## src/rtl/dmem_arb_pkg.sv

```systemverilog
// Shared types and constants for the data-memory arbiter.
// Holds the FSM encoding, access-type codes and the legality check.
package dmem_arb_pkg;

  typedef enum logic [1:0] {
    S_IDLE,
    S_SETUP,
    S_STROBE,
    S_RESP
  } state_e;

  localparam logic [2:0] CTRL_B     = 3'b000;
  localparam logic [2:0] CTRL_H     = 3'b001;
  localparam logic [2:0] CTRL_W     = 3'b010;
  localparam logic [2:0] CTRL_BU    = 3'b100;
  localparam logic [2:0] CTRL_HU    = 3'b101;
  localparam logic [2:0] DMCTRL_NOP = 3'b011;

  // Type, alignment and range check for one request.
  function automatic logic req_legal(
    input logic        wr,
    input logic [2:0]  ctrl,
    input logic [31:0] addr,
    input logic [31:0] lim
  );
    logic ok;
    ok = 1'b0;
    case (ctrl)
      CTRL_B:  ok = 1'b1;
      CTRL_H:  ok = ~addr[0];
      CTRL_W:  ok = (addr[1:0] == 2'b00);
      CTRL_BU: ok = ~wr;
      CTRL_HU: ok = ~wr & ~addr[0];
      default: ok = 1'b0;
    endcase
    if (addr >= lim) ok = 1'b0;
    return ok;
  endfunction

endpackage

```

## src/rtl/dmem_arbiter_rr.sv

```systemverilog
// Two-way round-robin arbiter with a last-grant register.
// Bit 0 is the CPU port, bit 1 the debug/DMA port.
module rr_arbiter2
  import dmem_arb_pkg::*;
(
  input  logic       clk,
  input  logic       rst,
  input  logic [1:0] req_i,
  input  logic       en_i,
  output logic [1:0] gnt_o
);

  logic last_q;
  logic last_d;

  // Pick the single requester, or the one not granted last on a tie.
  always_comb begin
    gnt_o = 2'b00;
    unique case (1'b1)
      (req_i == 2'b01): gnt_o = 2'b01;
      (req_i == 2'b10): gnt_o = 2'b10;
      (req_i == 2'b11): gnt_o = last_q ? 2'b01 : 2'b10;
      default:          gnt_o = 2'b00;
    endcase
  end

  assign last_d = (en_i && |req_i) ? gnt_o[1] : last_q;

  // Last-grant register; reset to D so C wins the first tie.
  always_ff @(posedge clk) begin
    if (rst) last_q <= 1'b1;
    else     last_q <= last_d;
  end

endmodule

```

## src/rtl/dmem_arbiter.sv

```systemverilog
// Two-requester data-memory arbiter with a four-state access FSM.
// Memory is driven only in SETUP/STROBE; DMWr comes from a flop.
module dmem_arbiter
  import dmem_arb_pkg::*;
#(
  parameter int MEM_WORDS = 32
) (
  input  logic        clk,
  input  logic        rst,
  input  logic        C_Req,
  input  logic        C_Wr,
  input  logic [31:0] C_Addr,
  input  logic [31:0] C_WData,
  input  logic [2:0]  C_Ctrl,
  output logic        C_Gnt,
  output logic        C_Done,
  output logic [31:0] C_RData,
  output logic        C_Err,
  input  logic        D_Req,
  input  logic        D_Wr,
  input  logic [31:0] D_Addr,
  input  logic [31:0] D_WData,
  input  logic [2:0]  D_Ctrl,
  output logic        D_Gnt,
  output logic        D_Done,
  output logic [31:0] D_RData,
  output logic        D_Err,
  output logic [31:0] Address,
  output logic [31:0] DataWr,
  output logic        DMWr,
  output logic [2:0]  DMCtrl,
  input  logic [31:0] DataRd
);

  localparam logic [31:0] ADDR_LIM = 32'(MEM_WORDS * 4);

  state_e      state_q, state_d;
  logic        port_q, port_d;
  logic        wr_q, wr_d;
  logic [31:0] addr_q, addr_d;
  logic [31:0] wdata_q, wdata_d;
  logic [2:0]  ctrl_q, ctrl_d;
  logic        err_q, err_d;
  logic [31:0] rdata_q, rdata_d;
  logic        gnt_q, gnt_d;
  logic        dmwr_q;

  logic [1:0]  gnt;
  logic        arb_en;
  logic        sel_wr;
  logic [31:0] sel_addr;
  logic [31:0] sel_wdata;
  logic [2:0]  sel_ctrl;
  logic        sel_ok;
  logic        mem_act;
  logic        resp;
  logic        rd_ok;

  rr_arbiter2 u_arb (
    .clk   (clk),
    .rst   (rst),
    .req_i ({D_Req, C_Req}),
    .en_i  (arb_en),
    .gnt_o (gnt)
  );

  assign sel_wr    = gnt[1] ? D_Wr    : C_Wr;
  assign sel_addr  = gnt[1] ? D_Addr  : C_Addr;
  assign sel_wdata = gnt[1] ? D_WData : C_WData;
  assign sel_ctrl  = gnt[1] ? D_Ctrl  : C_Ctrl;
  assign sel_ok    = req_legal(sel_wr, sel_ctrl,
                               sel_addr, ADDR_LIM);

  // Next-state and latch logic for the access sequence.
  always_comb begin
    state_d = state_q;
    port_d  = port_q;
    wr_d    = wr_q;
    addr_d  = addr_q;
    wdata_d = wdata_q;
    ctrl_d  = ctrl_q;
    err_d   = err_q;
    rdata_d = rdata_q;
    gnt_d   = 1'b0;
    arb_en  = 1'b0;
    unique case (state_q)
      S_IDLE: begin
        if (|gnt) begin
          arb_en  = 1'b1;
          port_d  = gnt[1];
          wr_d    = sel_wr;
          addr_d  = sel_addr;
          wdata_d = sel_wdata;
          ctrl_d  = sel_ctrl;
          err_d   = ~sel_ok;
          rdata_d = '0;
          gnt_d   = 1'b1;
          state_d = sel_ok ? S_SETUP : S_RESP;
        end
      end
      S_SETUP: begin
        if (wr_q) begin
          state_d = S_STROBE;
        end else begin
          rdata_d = DataRd;
          state_d = S_RESP;
        end
      end
      S_STROBE: state_d = S_RESP;
      S_RESP:   state_d = S_IDLE;
      default:  state_d = S_IDLE;
    endcase
  end

  // State, latched request and glitch-free write strobe.
  always_ff @(posedge clk) begin
    if (rst) begin
      state_q <= S_IDLE;
      port_q  <= 1'b0;
      wr_q    <= 1'b0;
      addr_q  <= '0;
      wdata_q <= '0;
      ctrl_q  <= DMCTRL_NOP;
      err_q   <= 1'b0;
      rdata_q <= '0;
      gnt_q   <= 1'b0;
      dmwr_q  <= 1'b0;
    end else begin
      state_q <= state_d;
      port_q  <= port_d;
      wr_q    <= wr_d;
      addr_q  <= addr_d;
      wdata_q <= wdata_d;
      ctrl_q  <= ctrl_d;
      err_q   <= err_d;
      rdata_q <= rdata_d;
      gnt_q   <= gnt_d;
      dmwr_q  <= (state_d == S_STROBE);
    end
  end

  assign mem_act = (state_q == S_SETUP) ||
                   (state_q == S_STROBE);
  assign resp    = (state_q == S_RESP);
  assign rd_ok   = resp & ~wr_q & ~err_q;

  assign Address = mem_act ? addr_q  : '0;
  assign DataWr  = mem_act ? wdata_q : '0;
  assign DMCtrl  = mem_act ? ctrl_q  : DMCTRL_NOP;
  assign DMWr    = dmwr_q;

  assign C_Gnt   = gnt_q & ~port_q;
  assign D_Gnt   = gnt_q &  port_q;
  assign C_Done  = resp & ~port_q;
  assign D_Done  = resp &  port_q;
  assign C_Err   = C_Done & err_q;
  assign D_Err   = D_Done & err_q;
  assign C_RData = (rd_ok & ~port_q) ? rdata_q : '0;
  assign D_RData = (rd_ok &  port_q) ? rdata_q : '0;

endmodule
```

## config.mk

```make
export PLATFORM = sky130hd
export DESIGN_NAME = dmem_arbiter
export DESIGN_NICKNAME = d
export VERILOG_FILES = /design/src/rtl/dmem_arb_pkg.sv /design/src/rtl/dmem_arbiter_rr.sv /design/src/rtl/dmem_arbiter.sv
export SDC_FILE = /design/constraint.sdc
export NUM_CORES = 1
export LEC_CHECK = 0
export ABC_AREA = 0
export BUFFER_PORTS_ARGS = -buffer_cell sky130_fd_sc_hd__buf_2
export CELL_PAD_IN_SITES_DETAIL_PLACEMENT = 1
export CELL_PAD_IN_SITES_GLOBAL_PLACEMENT = 2
export CORE_MARGIN = 2
export CORE_UTILIZATION = 26
export CTS_BUF_LIST = sky130_fd_sc_hd__clkbuf_8
export CTS_CLUSTER_DIAMETER = 200
export DETAILED_ROUTE_END_ITERATION = 8
export GPL_TIMING_DRIVEN = 0
export PLACE_DENSITY = 0.87
export REMOVE_ABC_BUFFERS = 1
export SYNTH_ARGS = -nofsm -noshare
export SYNTH_HDL_FRONTEND = slang
export SYNTH_SLANG_ARGS = --single-unit
```

## constraint.sdc

```tcl
create_clock -name clk -period 4.32 [get_ports clk]
set_input_delay 0.648 -clock clk [delete_from_list [all_inputs] [get_ports clk]]
set_output_delay 0.648 -clock clk [all_outputs]
set_load 0.05 [all_outputs]
```

Yosys cells after proc, flatten, opt, wreduce, memory -nomap -nowiden
Cells that the tools add are included.
{ "classes": {"order_cmp": 1, "n_eq_ne": 13, "muxes": 22, "bitwise_logic": 17, "n_reduce_logical": 10} }
{ "ops": {"columns": ["operator", "n"], "rows": [
  ["32-bit two-way mux", 8],
  ["32-bit one-hot mux with 2 select lines", 1],
  ["32-bit by 8-bit greater-or-equal comparator with 1-bit output (second input constant)", 1],
  ["1-bit AND", 11],
  ["2-bit == test (second input constant)", 5],
  ["2-bit one-hot mux with 4 select lines", 1],
  ["3-bit == test (second input constant)", 2],
  ["2-bit two-way mux", 3],
  ["3-bit two-way mux", 2],
  ["1-bit NOT", 6],
  ["2-bit one-hot mux with 3 select lines", 1],
  ["1-bit two-way mux", 5],
  ["1-bit one-hot mux with 5 select lines", 1],
  ["2-bit by 1-bit == test with 1-bit output (second input constant)", 2],
  ["2-bit logical NOT", 2],
  ["2-bit inequality test (second input constant)", 2],
  ["2-bit OR reduction", 2],
  ["3-bit by 1-bit == test with 1-bit output (second input constant)", 1],
  ["3-bit by 2-bit == test with 1-bit output (second input constant)", 1],
  ["3-bit logical NOT", 1],
  ["3-bit AND reduction", 1],
  ["2-bit AND reduction", 1],
  ["2-bit nonzero test", 1],
  ["1-bit logical AND", 1],
  ["1-bit logical OR", 1]
]} }
{ "totals": {"register_bits": 107, "in_bits": 172, "out_inout_bits": 138, "elab_cells": 74} }

Longest topological paths before layout
Gate-level depths: netlist (run 1).
{ "logic_depth": {"depth_word": 11, "depth_mapped": 9, "ltp_nobuf": 7} }

Hierarchy
A second synthesis (run 1) with hierarchy kept.
{ "unflattened": {"hier_cells": 680, "area_unflattened_um2": 5654.2} }
{ "modules_own_cells": {"columns": ["mod", "n_inst", "cells_each", "area_each_um2"], "rows": [
  ["dmem_arbiter", 1, 673, 5592.9],
  ["rr_arbiter2", 1, 7, 61.3]
]} }

Least setup slack after synthesis (run 1)
OpenSTA, ideal clock, no wires.
{ "synth_timing": {"kind": "register to output", "startpoint": "reg state_q[0]", "endpoint": "out C_RData[10]", "t_arrival_ps": 2231, "required_ps": 3672, "slack_ps": 1441, "stages_incl_launch_ff": 6, "cell_sequence": "dfxtp_1 ha_1 nor2b_1 and3_1 clkbuf_1 and2_1"} }
{ "synth_between": {"elab_chain_cells": 5} }
{ "synth_rtl": {"columns": ["item", "line", "source"], "rows": [
  ["start, declared", "dmem_arbiter.sv:37", "state_e state_q, state_d;"],
  ["start signal, assigned", "dmem_arbiter.sv:129", "state_q <= state_d;"],
  ["2-bit == test", "dmem_arbiter.sv:144", "assign resp = (state_q == S_RESP);"],
  ["1-bit AND (2 in series)", "dmem_arbiter.sv:145", "assign rd_ok = resp & ~wr_q & ~err_q;"],
  ["1-bit AND", "dmem_arbiter.sv:158", "assign C_RData = (rd_ok & ~port_q) ? rdata_q : '0;"],
  ["32-bit two-way mux", "dmem_arbiter.sv:158", null],
  ["end, declared", "dmem_arbiter.sv:17", "output logic [31:0] C_RData,"]
]} }
Every way passes these cells.

Worst setup path in the final report (run 1)
{ "layout_timing": {"startpoint": "reg state_q[0]", "endpoint": "out C_RData[0]"} }
The elaborated chain is that of the path after synthesis.

==> impl_metrics.tcl, run 1 <==
set metrics [dict create \
    start_kind "flop" \
    grt_usage 0.1661 \
    path_max_fanout 32 \
    whs_ps 468.6 \
    hold_viol_final 0 \
    dpl.hpwl_um 15030 \
    syn_inst 666 \
    layout-drive-gt1-share 0.3596 \
    synth_edf_count 0 \
    fin_crit_sh 0.7150 \
    crit_chain "ha_1, nor2b_1, and3_1, and2_1, buf_2" \
    hold_buffers 0 \
    wl_per_cell_um 15.57 \
    wirelength_um 18930 \
    synth_most_common_cell "and2_1" \
    critPathLaunch "state_q[0]" \
    cts_made_buffers 9 \
    rsz0062_at_grt "no" \
    finalPower_uw 4555 \
    synth_top_cells_by_count "and2_1 (131), dfxtp_1 (107), nor2_1 (76), mux2i_1 (68), a211oi_1 (67)" \
    die_w_um 149.7 \
    synth_top_area_frac 0.3879 \
    power.density_nw_per_um2 603.7 \
    rr_worst_depth 7 \
    tightest_slew_ps 1321 \
    first_iter_violations 160 \
    cts.path.max_buffers 2 \
    die_h_um 149.7 \
    synth-seq-cells 107 \
    finalMaxSlewViolations 0 \
    drc 0 \
    dieArea_um2 22420 \
    path_buf_inv 1 \
    area_growth_pct 36.66 \
    min_delay_path_depth 2 \
    crit_cells 5 \
    setup_viol 0 \
    core_um2 20960 \
    p_leak_uw 0.003549 \
    path_class "flop to output port" \
    clock-sinks 107 \
    crit_family "simple AND/OR/NAND/NOR gates" \
    utilization 0.3601 \
    ios 310 \
    nNetsFinal 1112 \
    async_reset_ff_frac 0 \
    start_util 0.2635 \
    clk_latency_ps 370 \
    routed-via-count 5571 \
    antenna_found_initial 0 \
    seq_area_frac_synth 0.3879 \
    path_clk_slew_ps 100 \
    grt_pass1_vias 5438 \
    first_pass_iters 4 \
    final_cells 1216 \
    min_path_type "flop to flop" \
    synth_warnings 0 \
    yosys-top-cells-area "dfxtp_1 (39%), and2_1 (15%), mux2i_1 (12%)" \
    post_cts_buffers 0 \
    avgSynthCellArea_um2 8.291 \
    vias_per_cell 4.581 \
    fmax_mhz 323.8 \
    grt_overflow 0 \
    cp.arrival_ps 2440 \
    h-tree-depth 3 \
    dp.cells 1201 \
    ys.flop_type "dfxtp_1" \
    cts_tree "yes" \
    hp-start "rdata_q[4]" \
    max_stage_delay_ps 750 \
    slew_headroom 0.1194 \
    finalClockSkew_ps 12.15 \
    cts.repair.resized 0 \
    yosysTopAreaCell "dfxtp_1" \
    cts_root_buffer "clkbuf_8" \
    cp.required_ps 3670 \
    ys_types 33 \
    rr_startpoint "state_q[1]" \
    cp_slowest_cell "and3_1" \
    max_cap_viol_count 0 \
    end_kind "output port" \
    ir_drop_v 0.0002732 \
    grt_max_degree 59 \
    ant_nets 0 \
    period_needed_ps 3089 \
    placementRows 53 \
    grt_pass1_wl_um 29340 \
    outcome "finished clean" \
    place.gp.congestion 0.7474 \
    syn_area_um2 5522 \
    portBuffers 309 \
]
[layout make-up]
class	count	area, um^2
clock inverter	5	32.53
antenna	1	2.502
tap	275	344.1
timing repair buffer	319	1758
clock buffer	9	123.9
fill	2584	13410
sequential	107	2142
inverter	5	18.77
multi-input combinational	495	3124
[sequential cells by signal, summed over array words and instances (netlist names), 2 cells and up]
register  flops
addr_q       32
ctrl_q        3
rdata_q      32
state_q       2
wdata_q      32
[cell families after synthesis]
logic type,Yosys count,share of synthesized area
and+or+nand+nor,303,0.2855
DFF,107,0.3879
AOI/OAI and AO/OA,121,0.1448
muxes,68,0.1233
buffers and inverters,64,0.05166
adders and majority gates,3,0.006799
[tightest hold or removal path, stage by stage, from the launching register on]
cell     delay [ps]
dfxtp_1         320
nand2_1          60
a21oi_1          50
[per-stage QoR]
step / cell area [um^2] / setup WS [ps] / setup TNS [ps]
after detailed placement: 7387 / 1278 / 0
final: 7546 / 1231 / 0
after floorplan: 5255 / -2043 / -139720
after CTS: 7543 / 1157 / 0
after global routing: 7543 / 927.8 / 0
after global placement: 7146 / -4345 / -268480
[power by group]
part	total, uW	internal [uW]	leakage, uW	switching, uW
Combinational	2580	754	0.00259	1820
Sequential	1430	1280	0.000881	146
Clock	553	203	0.0000788	350
[final timing paths]
path	endpoint	slack, ps
max	C_RData[0]	1230
min reg2reg	rdata_q[4]	470
min	rdata_q[4]	470
max reg2reg	rdata_q[1]	1290
[placed cells by master (no fill, tap or decap), drive strengths merged, types with 2 or more instances in the layout]
cell	instances
a211o	2
a211oi	67
a21oi	35
a31oi	3
and2	131
buf	319
clkbuf	9
clkinvlp	2
dfxtp	107
ha	3
inv	7
mux2i	68
nand2	36
nand2b	2
nand3	32
nand4	3
nor2	76
nor2b	5
nor3	3
nor4	10
o21ai	8
or4	2
[layer usage]
| metal | vias up | global-route usage | wire (um) |
|---|---|---|---|
| li1 | 2840 | - | - |
| met1 | 2509 | 0.1970 | 7876 |
| met2 | 210 | 0.2892 | 9046 |
| met3 | 12 | 0.05366 | 1797 |
| met4 | 0 | 0.04340 | 213 |
| met5 | - | 0 | 0 |
Power figures use the tool's default switching activity.
==> run 2, diff against run 1 <==
CORE_UTILIZATION = 22   (was 26)
PLACE_DENSITY = 0.79   (was 0.87)
clock period = 2.7 ns   (was 4.32 ns; I/O delays follow)
==> run 2 against run 1 <==
Global-route usage is 1.7 points lower. Non-clock buffer count is 9 higher. Wire length is 6.4% higher. Sequential share of layout area is 0.86 points lower. Core utilization is 4.2 points lower. Clock skew is 5.6 ps higher. Sequential power is 59% higher. Flip-flop and latch count stayed put. Combinational power is 69% higher. Final area is 3.1% higher. Critical path depth is 2 higher. Final cell count is 4.9% higher. Critical path type unchanged.
==> impl_metrics.tcl, run 2 (same netlist as run 1, synthesis figures left out) <==
set metrics [dict create \
    ios 310 \
    cts_made_buffers 9 \
    max_cap_viol_count 0 \
    slew_headroom 0.3963 \
    place.gp.congestion 0.7532 \
    wirelength_um 20140 \
    core_um2 24460 \
    top_regs "addr_q: 32 flops, rdata_q: 32 flops, wdata_q: 32 flops" \
    cts_tree "yes" \
    fmax_mhz 392.8 \
    start_util 0.2257 \
    finalMaxSlewViolations 0 \
    grt_pass1_wl_um 31010 \
    tightest_slew_ps 902.2 \
    ant_nets 0 \
    first_pass_iters 4 \
    finalClockSkew_ps 17.77 \
    cts_root_buffer "clkbuf_8" \
    grt_pass1_vias 5605 \
    grt_max_degree 56 \
    setup_viol 0 \
    cts.path.max_buffers 2 \
    first_iter_violations 195 \
    whs_ps 278.5 \
    dpl_cell_area_um2 7433 \
    end_kind "output port" \
    grt_usage 0.1492 \
    start_kind "flop" \
    vias_per_cell 4.469 \
    fin_crit_sh 0.9428 \
    hold_viol_final 0 \
    cp.arrival_ps 2140 \
    path_max_fanout 10 \
    fin_ws_ps 154.4 \
    drc 0 \
    rsz0062_at_grt "yes" \
    antennaDiodeCount 0 \
    hold_buffers 0 \
    final_cell_mix "buf_2 (305), and2_1 (131), dfxtp_1 (107), nor2_1 (76), mux2i_1 (68)" \
    final_cells 1276 \
    h-tree-depth 3 \
    clock-sinks 107 \
    outcome "finished clean" \
    finalSetupTns_ps 0 \
    regToRegEndpoint "rdata_q[18]" \
    dp.cells 1249 \
    min_path_type "input port to flop" \
    portBuffers 309 \
    rrSetupSlack_ps 310 \
    layout_commonest_cell "buf_2" \
    power.density_nw_per_um2 983.6 \
    grt_overflow 0 \
    post-place-ws_ps -530.9 \
    rr_startpoint "state_q[1]" \
    min_delay_path_depth 3 \
    ir_drop_v 0.0004043 \
    nNetsFinal 1122 \
    die_h_um 162.4 \
    period_needed_ps 2546 \
    area_growth_pct 40.92 \
    p_leak_uw 0.003616 \
    routed-via-count 5702 \
    wl_per_cell_um 15.78 \
    holdPathEnd "rdata_q[5]" \
    critPathLaunch "state_q[0]" \
    dieArea_um2 26380 \
    hp-start "DataRd[5]" \
    cp.required_ps 2300 \
    placementRows 57 \
    dpl.hpwl_um 15170 \
    layout-drive-gt1-share 0.3708 \
    clk_latency_ps 380 \
    rr_worst_depth 7 \
    final_cell_area_um2 7781 \
    antenna_found_initial 1 \
    path_class "flop to output port" \
    die_w_um 162.4 \
    path_clk_slew_ps 120 \
]
[run 2: changes by cell type in the layout (fill, tap and decap cells not counted), moves of 2 or more]
cell,previous run,this run
clkbuf_8,9,11
buf_12,5,8
buf_2,308,305
clkbuf_4,0,4
clkinv_4,0,2
ha_4,0,2
buf_4,1,8
a21oi_4,0,2
[run 2: layer usage]
metal  routed length (um)  up-vias  GRT usage
li1                     -     2856          -
met1                 8832     2594     0.1862
met2                 9128      235     0.2424
met3                 1890       17    0.05169
met4                  289        0    0.04586
met5                    0        -          0
[run 2: layout make-up]
type	instances	area, um^2
Timing Repair Buffer	328	1843
Inverter	5	18.77
Clock inverter	5	37.54
Tap cell	324	405.4
Clock buffer	11	151.4
Fill cell	3047	16680
Sequential cell	107	2142
Multi-Input combinational cell	496	3183
[run 2: stage by stage]
stage,util,power (uW)
global placement,0.2946,5501
floorplan,-,4945
finish,0.3181,7654
CTS,0.3143,7760
detailed placement,0.3039,6519
global route,0.3181,8262
[run 2: worst max-delay path, stage by stage (launching register included)]
cell,delay (ps)
dfxtp_1,430
ha_1,210
nand2_1,130
nor3_4,240
buf_12,140
buf_2,210
and2_1,150
buf_2,250
[run 2: power breakdown]
group	switching [uW]	total, uW	internal, uW
Sequential	237	2280	2050
Clock	604	995	391
Combinational	3050	4370	1320
Total	3890	7650	3760
[run 2: worst max path at each step]
stage / endpoint / slack (ps) / cells after the start
6_report: D_RData[6] / 150 / 7
5_1_grt: DataWr[3] / -3 / 5
4_1_cts: rdata_q[24] / 2 / 6
3_5_place_dp: rdata_q[18] / -530 / 6
3_3_place_gp: state_q[1] / -6070 / 6
2_1_floorplan: err_q / -3420 / 5
[run 2: what timing repair did]
| item | CTS | global route |
|---|---|---|
| setup endpoints to repair | 83 | 75 |
| gates resized for setup | 6 | 7 |
| pin swaps | 0 | 3 |
| setup buffers | 3 | 6 |
| hold endpoints to repair | 0 | 0 |
| cloned | 1 | 1 |
